--- src/rtl/manchester_frame_tx.sv ---
// Manchester frame transmitter: queues host words in a FIFO and sends them as
// one frame made of a 0x55 preamble, the queued words back-to-back, and an
// idle-high end-of-frame gap. Bits go out LSB first, with 0 sent as high/low
// and 1 sent as low/high.
module manchester_frame_tx #(
  parameter int unsigned CLK_FREQ       = 100_000_000,
  parameter int unsigned BAUD           = 50_000,
  parameter int unsigned DATA_W         = 8,
  parameter int unsigned DEPTH          = 8,
  parameter int unsigned PREAMBLE_BYTES = 2,
  parameter int unsigned EOF_BITS       = 2
) (
  input  logic                       clk_100mhz,
  input  logic                       reset,
  input  logic                       send,
  input  logic [DATA_W-1:0]          data,
  output logic                       rdy,
  output logic                       txd,
  output logic                       busy,
  output logic [$clog2(DEPTH+1)-1:0] fifo_count
);

  // Half-bit period in clock cycles.
  localparam int unsigned HB = CLK_FREQ / (2 * BAUD);
  localparam int unsigned TMR_W = (HB > 1) ? $clog2(HB) : 1;

  // Half-bit counts of each frame section.
  localparam int unsigned PRE_HALVES  = 16 * PREAMBLE_BYTES;
  localparam int unsigned DATA_HALVES = 2 * DATA_W;
  localparam int unsigned EOF_HALVES  = 2 * EOF_BITS;
  localparam int unsigned MAX_PD      = (PRE_HALVES > DATA_HALVES) ? PRE_HALVES : DATA_HALVES;
  localparam int unsigned MAX_HALVES  = (MAX_PD > EOF_HALVES) ? MAX_PD : EOF_HALVES;
  localparam int unsigned HC_W        = $clog2(MAX_HALVES);

  localparam int unsigned AW = (DEPTH > 1) ? $clog2(DEPTH) : 1;
  localparam int unsigned CW = $clog2(DEPTH + 1);

  localparam logic [TMR_W-1:0] TMR_LAST  = TMR_W'(HB - 1);
  localparam logic [HC_W-1:0]  PRE_LAST  = HC_W'(PRE_HALVES - 1);
  localparam logic [HC_W-1:0]  DATA_LAST = HC_W'(DATA_HALVES - 1);
  localparam logic [HC_W-1:0]  EOF_LAST  = HC_W'(EOF_HALVES - 1);
  localparam logic [CW-1:0]    FULL      = CW'(DEPTH);

  // Reject parameter sets the timing and FIFO logic cannot support.
  generate
    if (HB < 2) begin : g_bad_hb
      $error("manchester_frame_tx: CLK_FREQ/(2*BAUD) must be at least 2");
    end
    if (DATA_W < 1 || DATA_W > 32) begin : g_bad_data_w
      $error("manchester_frame_tx: DATA_W must be 1..32");
    end
    if (DEPTH < 2 || (DEPTH & (DEPTH - 1)) != 0) begin : g_bad_depth
      $error("manchester_frame_tx: DEPTH must be a power of two >= 2");
    end
    if (PREAMBLE_BYTES < 1 || PREAMBLE_BYTES > 15) begin : g_bad_pre
      $error("manchester_frame_tx: PREAMBLE_BYTES must be 1..15");
    end
    if (EOF_BITS < 1) begin : g_bad_eof
      $error("manchester_frame_tx: EOF_BITS must be >= 1");
    end
  endgenerate

  typedef enum logic [1:0] {
    S_IDLE,
    S_PREAMBLE,
    S_DATA,
    S_EOF
  } state_t;

  // FIFO storage and bookkeeping
  logic [DATA_W-1:0] mem [DEPTH];
  logic [AW-1:0]     wr_ptr;
  logic [AW-1:0]     rd_ptr;
  logic [CW-1:0]     count;
  logic [CW-1:0]     count_n;
  logic              push;
  logic              pop;
  logic [DATA_W-1:0] head;

  // Transmit state
  state_t            state;
  state_t            state_n;
  logic [TMR_W-1:0]  timer;
  logic [TMR_W-1:0]  timer_n;
  logic [HC_W-1:0]   hcnt;
  logic [HC_W-1:0]   hcnt_n;
  logic [DATA_W-1:0] shreg;
  logic [DATA_W-1:0] shreg_n;
  logic              txd_n;
  logic              half_end;
  logic              boundary;

  assign push       = send && rdy;
  assign head       = mem[rd_ptr];
  assign half_end   = (timer == TMR_LAST);
  assign busy       = (state != S_IDLE);
  assign fifo_count = count;

  // Next FIFO occupancy; a simultaneous push and pop leaves it unchanged.
  always_comb begin
    count_n = count;
    if (push && !pop) begin
      count_n = count + CW'(1);
    end else if (!push && pop) begin
      count_n = count - CW'(1);
    end
  end

  // FIFO storage write; contents need no reset since the pointers gate them.
  always_ff @(posedge clk_100mhz) begin
    if (push) begin
      mem[wr_ptr] <= data;
    end
  end

  // FIFO pointers, occupancy and registered ready flag.
  always_ff @(posedge clk_100mhz) begin
    if (reset) begin
      wr_ptr <= '0;
      rd_ptr <= '0;
      count  <= '0;
      rdy    <= 1'b1;
    end else begin
      if (push) begin
        wr_ptr <= wr_ptr + AW'(1);
      end
      if (pop) begin
        rd_ptr <= rd_ptr + AW'(1);
      end
      count <= count_n;
      rdy   <= (count_n != FULL);
    end
  end

  // Frame sequencing, half-bit timing and the value txd takes after the edge.
  // txd is computed from the next state so the pin register switches exactly
  // at each half-bit boundary.
  always_comb begin
    state_n  = state;
    timer_n  = timer;
    hcnt_n   = hcnt;
    shreg_n  = shreg;
    pop      = 1'b0;
    boundary = 1'b0;
    txd_n    = 1'b1;

    if (state == S_IDLE) begin
      if (count != '0) begin
        state_n = S_PREAMBLE;
        timer_n = '0;
        hcnt_n  = '0;
      end
    end else if (!half_end) begin
      timer_n = timer + TMR_W'(1);
    end else begin
      timer_n = '0;
      hcnt_n  = hcnt + HC_W'(1);
      case (state)
        S_PREAMBLE: begin
          if (hcnt == PRE_LAST) begin
            boundary = 1'b1;
          end
        end
        S_DATA: begin
          if (hcnt == DATA_LAST) begin
            boundary = 1'b1;
          end else if (hcnt[0]) begin
            shreg_n = shreg >> 1;
          end
        end
        S_EOF: begin
          if (hcnt == EOF_LAST) begin
            state_n = S_IDLE;
            hcnt_n  = '0;
          end
        end
        default: begin
          state_n = S_IDLE;
        end
      endcase

      // Word boundary: continue with the next queued word or close the frame.
      if (boundary) begin
        hcnt_n = '0;
        if (count != '0) begin
          pop     = 1'b1;
          shreg_n = head;
          state_n = S_DATA;
        end else begin
          state_n = S_EOF;
        end
      end
    end

    case (state_n)
      S_PREAMBLE: txd_n = ~((~hcnt_n[1]) ^ hcnt_n[0]);
      S_DATA:     txd_n = ~(shreg_n[0] ^ hcnt_n[0]);
      default:    txd_n = 1'b1;
    endcase
  end

  // State, timer, shift register and the glitch-free txd register.
  always_ff @(posedge clk_100mhz) begin
    if (reset) begin
      state <= S_IDLE;
      timer <= '0;
      hcnt  <= '0;
      shreg <= '0;
      txd   <= 1'b1;
    end else begin
      state <= state_n;
      timer <= timer_n;
      hcnt  <= hcnt_n;
      shreg <= shreg_n;
      txd   <= txd_n;
    end
  end

endmodule

--- config.mk ---
export PLATFORM = sky130hd
export DESIGN_NAME = manchester_frame_tx
export DESIGN_NICKNAME = d
export VERILOG_FILES = /design/src/rtl/manchester_frame_tx.sv
export SDC_FILE = /design/constraint.sdc
export NUM_CORES = 1
export LEC_CHECK = 0
export BUFFER_PORTS_ARGS = -buffer_cell sky130_fd_sc_hd__buf_4
export CORE_MARGIN = 2
export CORE_UTILIZATION = 55
export CTS_CLUSTER_SIZE = 10
export DETAILED_ROUTE_END_ITERATION = 8
export GPL_TIMING_DRIVEN = 1
export PLACE_DENSITY = 0.81
export REMOVE_ABC_BUFFERS = 1
export SYNTH_ARGS = -nofsm -noshare
export SYNTH_HDL_FRONTEND = slang
export SYNTH_SLANG_ARGS = --single-unit
--- constraint.sdc ---
create_clock -name clk_100mhz -period 7.8 [get_ports clk_100mhz]
set_clock_uncertainty 0.2 [all_clocks]
set_input_delay 0.78 -clock clk_100mhz [delete_from_list [all_inputs] [get_ports clk_100mhz]]
set_output_delay 0.78 -clock clk_100mhz [all_outputs]
set_load 0.02 [all_outputs]
## Word-level counts from Yosys, hierarchy flattened

Memories as Yosys holds them, arrays and structs flattened. A register that Yosys moved wholly into a read port is not among the register bits.
Index checks and enable logic that the tools add are counted.

| storage, ports and cells | value |
|---|---|
| latch bits | 0 |
| memories kept | 1 |
| bits in read-only memories | 0 |
| bits in registers | 37 |
| output and inout bits | 7 |
| word-level logic and storage cells | 86 |
| RAM bits | 64 |

Memory list:

| memory | words | bits a word | rd ports | clocked after memory_dff | wr ports | line | text |
|---|---|---|---|---|---|---|---|
| mem | 8 | 8 | 1 | 1 | 1 | 71 | `logic [DATA_W-1:0] mem [DEPTH];` |

| operators by class | value |
|---|---|
| eq/ne operators | 11 |
| bitwise logic cells | 6 |
| shift operators | 0 |
| div/mod/pow operators | 0 |
| add/subtract/negate cells | 6 |
| multipliers | 0 |
| multiplexer cells | 39 |
| reduce and logical (&&, ||, !) cells | 12 |
| magnitude comparators | 0 |

Operators by type and width:

| operator | count |
|---|---|
| $mux W8 | 5 |
| $mux W10 | 3 |
| $mux W5 | 6 |
| $mux W1 | 13 |
| $add A10 B1 Y10 const B | 1 |
| $eq A10 B10 Y1 const B | 1 |
| $mux W2 | 5 |
| $mux W4 | 2 |
| $add A3 B1 Y3 const B | 2 |
| $eq A2 B2 Y1 const B | 3 |
| $mux W3 | 2 |
| $add A5 B1 Y5 const B | 1 |
| $eq A5 B2 Y1 const B | 1 |
| $eq A5 B4 Y1 const B | 1 |
| $eq A5 B5 Y1 const B | 1 |
| $add A4 B1 Y4 const B | 1 |
| $eq A2 B1 Y1 const B | 2 |
| $ne A4 B4 Y1 const B | 1 |
| $not A1 Y1 | 4 |
| $pmux W1 S2 | 2 |
| $pmux W2 S2 | 1 |
| $reduce_and A2 Y1 | 2 |
| $reduce_bool A2 Y1 | 2 |
| $reduce_bool A4 Y1 | 1 |
| 7 further kinds | 11 |

## Longest topological paths before layout

| logic depth | value |
|---|---|
| depth in word-level cells | 12 |
| gate-level depth with buffers | 12 |

## Least setup slack after synthesis

No wires, ideal clock.

| path | value |
|---|---|
| kind | register to register |
| start point | reg hcnt[0] |
| end point | reg txd |
| data required time | 7.478 ns |
| arrival time | 2.755 ns |
| slack | 4.724 ns |
| cell stages (with the launch flop) | 13 |
| cells stage by stage | dfxtp_1 > ha_1 > and3_1 > ha_1 > a22o_1 > and3b_1 > buf_2 > clkbuf_1 > a21oi_1 > o22ai_1 > ha_1 > or2_2 > a221o_1 |

| on the way | value |
|---|---|
| longest elaborated chain between the ends | 12 |
| elaborated cells between the ends (all ways) | 35 |
| those cells by class | add/sub (1); eq/ne (5); mux (24); bitwise (5) |

RTL lines:

| what | line | text |
|---|---|---|
| start, declared | 85 | `logic [HC_W-1:0] hcnt;` |
| start signal, assigned | 213 | `hcnt <= hcnt_n;` |
| $eq A5 B4 Y1 / $eq A5 B5 Y1 (equally long branches) | 165, 160 |  |
| $mux W1 (on tied branches) | 165, 160 |  |
| $pmux W1 S2 | 158 | `case (state)` |
| $mux W1 | 153 | `end else if (!half_end) begin` |
| $mux W1 | 147 | `if (state == S_IDLE) begin` |
| $mux W5 | 183 | `if (boundary) begin` |
| $mux W5 | 153 |  |
| $mux W5 | 147 |  |
| $not A1 Y1 | 196 | `S_PREAMBLE: txd_n = ~((~hcnt_n[1]) ^ hcnt_n[0]);` |
| $xor A1 B1 Y1 | 196 |  |
| $not A1 Y1 | 196 |  |
| $pmux W1 S2 * | 195 | `case (state_n)` |
| end signal, assigned | 215 | `txd <= txd_n;` |
| end, declared | 18 | `output logic txd,` |

Mark *: on every way between the ends. The rest lies on a longest branch, timed or not. The select of a mux whose other input is x is not followed.
A chain may end at the register's enable or synchronous reset.

## Worst setup path after layout

| path | value |
|---|---|
| start point | reg timer[0] |
| end point | reg txd |

| on the way | value |
|---|---|
| longest elaborated chain between the ends | 7 |
| elaborated cells between the ends (all ways) | 15 |
| those cells by class | eq/ne (3); mux (7); bitwise (5) |

RTL lines:

| what | line | text |
|---|---|---|
| start, declared | 83 | `logic [TMR_W-1:0] timer;` |
| start signal, assigned | 212 | `timer <= timer_n;` |
| $eq A10 B10 Y1 * | 95 | `assign half_end = (timer == TMR_LAST);` |
| $mux W5 | 153 |  |
| $mux W5 | 147 |  |
| $not A1 Y1 | 196 |  |
| $xor A1 B1 Y1 | 196 |  |
| $not A1 Y1 | 196 |  |
| $pmux W1 S2 * | 195 |  |

Marked as above.

==> results.sh <==
export IMPL_status="finished clean"
export IMPL_grt_usage_pct=19.0
export IMPL_postSynthCellCount=358
export IMPL_cts_hold_buf=0
export IMPL_synth_seq_cells=104
export IMPL_fin_tns_setup_ns=0
export IMPL_crit_path_max_fanout=11
export IMPL_clkTransAtPathRegs_ns=0.11
export IMPL_post_cts_resized=0
export IMPL_post_dp_cell_area_mm2=0.00482
export IMPL_fin_area_mm2=0.00504
export IMPL_hold_path_class="reg2reg"
export IMPL_dieArea_mm2=0.00916
export IMPL_syn_avg_cell_area_um2=12.9
export IMPL_crit_required_ns=7.86
export IMPL_die_w_um=95.7
export IMPL_post_route_min_period_ns=3.48
export IMPL_setup_viol=0
export IMPL_place_congestion=0.812
export IMPL_grt_pass1_wl_mm=13.1
export IMPL_synth_distinct_cells=59
export IMPL_grt_pass1_vias=2689
export IMPL_max_freq_ghz=0.287
export IMPL_layout_cells_non_filler=484
export IMPL_critPathSlowestCell="o31ai_1"
export IMPL_cts_setup_buffers=0
export IMPL_vias_per_cell=5.80
export IMPL_antenna_found_initial=0
export IMPL_critPathCaptureType="flip-flop"
export IMPL_overflow=0
export IMPL_drcViolationCount=0
export IMPL_tightest_slew_ns=1.10
export IMPL_start_util_pct=56.6
export IMPL_fin_hold_ws_ns=0.284
export IMPL_synth_edf_count=64
export IMPL_slew_headroom_pct=25.9
export IMPL_critPathKind="reg2reg"
export IMPL_antenna_cells=0
export IMPL_path_cells="ha_1, nand4_4, o31ai_1, nand2_1, a21oi_1, o22ai_1, ha_1, or2_2, a221o_1"
export IMPL_io_buffers=17
export IMPL_fillCellCount=624
export IMPL_maxCapViolCount=0
export IMPL_cts_tree="done"
export IMPL_syn_area_mm2=0.00463
export IMPL_cpMostUsedCell="ha_1"
export IMPL_placed_cells=468
export IMPL_synthArstFlopShare_pct=0
export IMPL_routed_wl_mm=8.17
export IMPL_cts_sinks=104
export IMPL_htreeDepth=3
export IMPL_ios=18
export IMPL_leakage_nw=1.75
export IMPL_insertion_delay_ns=0.37
export IMPL_crit_arrival_ns=3.54
export IMPL_wl_per_cell_um=16.9
export IMPL_cp_num_buf_inv=0
export IMPL_vias=2807
export IMPL_p_per_area_mw_per_mm2=206
export IMPL_fp_dieH_um=95.7
export IMPL_core_area_mm2=0.00818
export IMPL_yosysWarnings=0
export IMPL_drv_slew=0
export IMPL_crit_path_max_incr_delay_ns=0.94
export IMPL_antenna_left=0
export IMPL_num_nets_final=399
export IMPL_areaGrowthSynthToFinish_pct=8.95
export IMPL_synth_main_ff_cell="edfxtp_1"
export IMPL_ir_drop_mv=0.138
export IMPL_dr_pass1_iters=4
export IMPL_critPathLaunchType="flip-flop"
export IMPL_layout_drive_gt1_share_pct=18.7
export IMPL_critPathTopFamily="compound AO/OA/AOI/OAI gates"
export IMPL_timing_final_crit_share_pct=44.6
export IMPL_ys_seq_area_share_pct=58.8
export IMPL_hold_viol=0
export IMPL_rows=33
export IMPL_dpl_hpwl_mm=5.44
export IMPL_cts_buffers=9
export IMPL_clockBufferDepth=2
export IMPL_layout_commonest_cell="edfxtp_1"
export IMPL_grt_setup_unrepaired="no"
export IMPL_cts_root_buffer="clkbuf_8"
export IMPL_grt_max_degree=39
export IMPL_final_cell_mix="edfxtp_1 (64), nor2_1 (45), dfxtp_1 (40)"
export IMPL_drtIter0Drc=118
final cells by class:
cell class                 count  area (um^2)  share of cell area [%]
sequential                   104         2720                    54.0
multi-input combinational    230         1790                    35.4
timing repair buffer          20          150                    2.98
tap                          105          131                    2.61
clock buffer                   9          124                    2.46
clock inverter                 7         93.8                    1.86
inverter                       9         33.8                   0.670
stage by stage:
step	power, mW	worst slack [ns]	utilization (%)
final	1.04	4.32	61.7
after detailed placement	0.699	4.37	59.0
after CTS	1.05	4.35	61.7
after global placement	0.695	4.47	59.0
after global routing	1.07	4.02	61.7
after floorplan	0.666	4.82	-
registers in the layout, indices dropped and copies added (netlist names), named ones only:
register	flops
mem	64
fifo_count	4
shreg	8
state	2
wr_ptr	3
txd	1
timer	10
hcnt	5
rdy	1
rd_ptr	3
Yosys cell counts (2+ instances only):
library cell / count / area (um^2)
clkbuf_1: 5 / 18.8
a21oi_1: 23 / 115
o21ai_0: 9 / 45.0
buf_2: 5 / 25.0
mux2i_1: 10 / 100
or2_2: 2 / 12.5
a22oi_1: 3 / 22.5
inv_1: 8 / 30.0
dfxtp_1: 40 / 801
buf_4: 2 / 15.0
nand2b_1: 3 / 18.8
nand3_4: 2 / 35.0
o22ai_1: 2 / 12.5
a211oi_1: 3 / 22.5
nand3b_1: 3 / 22.5
nor2b_1: 4 / 25.0
ha_1: 14 / 175
nor3_1: 12 / 60.1
nor2_1: 45 / 169
nand3_1: 9 / 45.0
edfxtp_1: 64 / 1920
o31ai_1: 3 / 22.5
nor3b_1: 3 / 22.5
and3_1: 7 / 43.8
buf_6: 2 / 22.5
mux4_2: 16 / 360
a311oi_1: 2 / 17.5
nand3_2: 2 / 20.0
and2_1: 2 / 12.5
xor2_1: 5 / 43.8
nand2_1: 20 / 75.1
path summary, 6_finish.rpt:
check,cells after the start,end,slack (ns),start
hold / removal,2,shreg[7],0.28,shreg[7]
setup / recovery,9,txd,4.32,timer[0]
hold reg to reg,2,shreg[7],0.28,shreg[7]
setup reg to reg,9,txd,4.32,timer[0]
worst min-delay path: cells and delay by family (launching register included):
family	cells	cell delay (ns)
simple gates	1	0.07
flops	1	0.33
compound gates	1	0.05
report_power, final:
group,switching (mW),internal [mW]
registers,0.00744,0.594
clock network,0.217,0.135
logic,0.0537,0.0317
total,0.278,0.761
cells by family after synthesis:
group	synth area share, %
XOR/XNOR	1.14
AND/OR/NAND/NOR	14.8
flip-flops	58.8
buffers and inverters	2.57
AO/OA/AOI/OAI	8.33
adder cells (fa/ha/maj)	3.79
multiplexers	10.5
metal layers:
layer | wire [um] | up-vias | GRT usage (%)
li1 | - | 1369 | -
met1 | 3780 | 1386 | 25.0
met2 | 4070 | 45 | 32.8
met3 | 242 | 7 | 3.45
met4 | 74 | 0 | 4.88
met5 | 0 | - | 0
No activity file was read; power rests on OpenSTA's default activity.
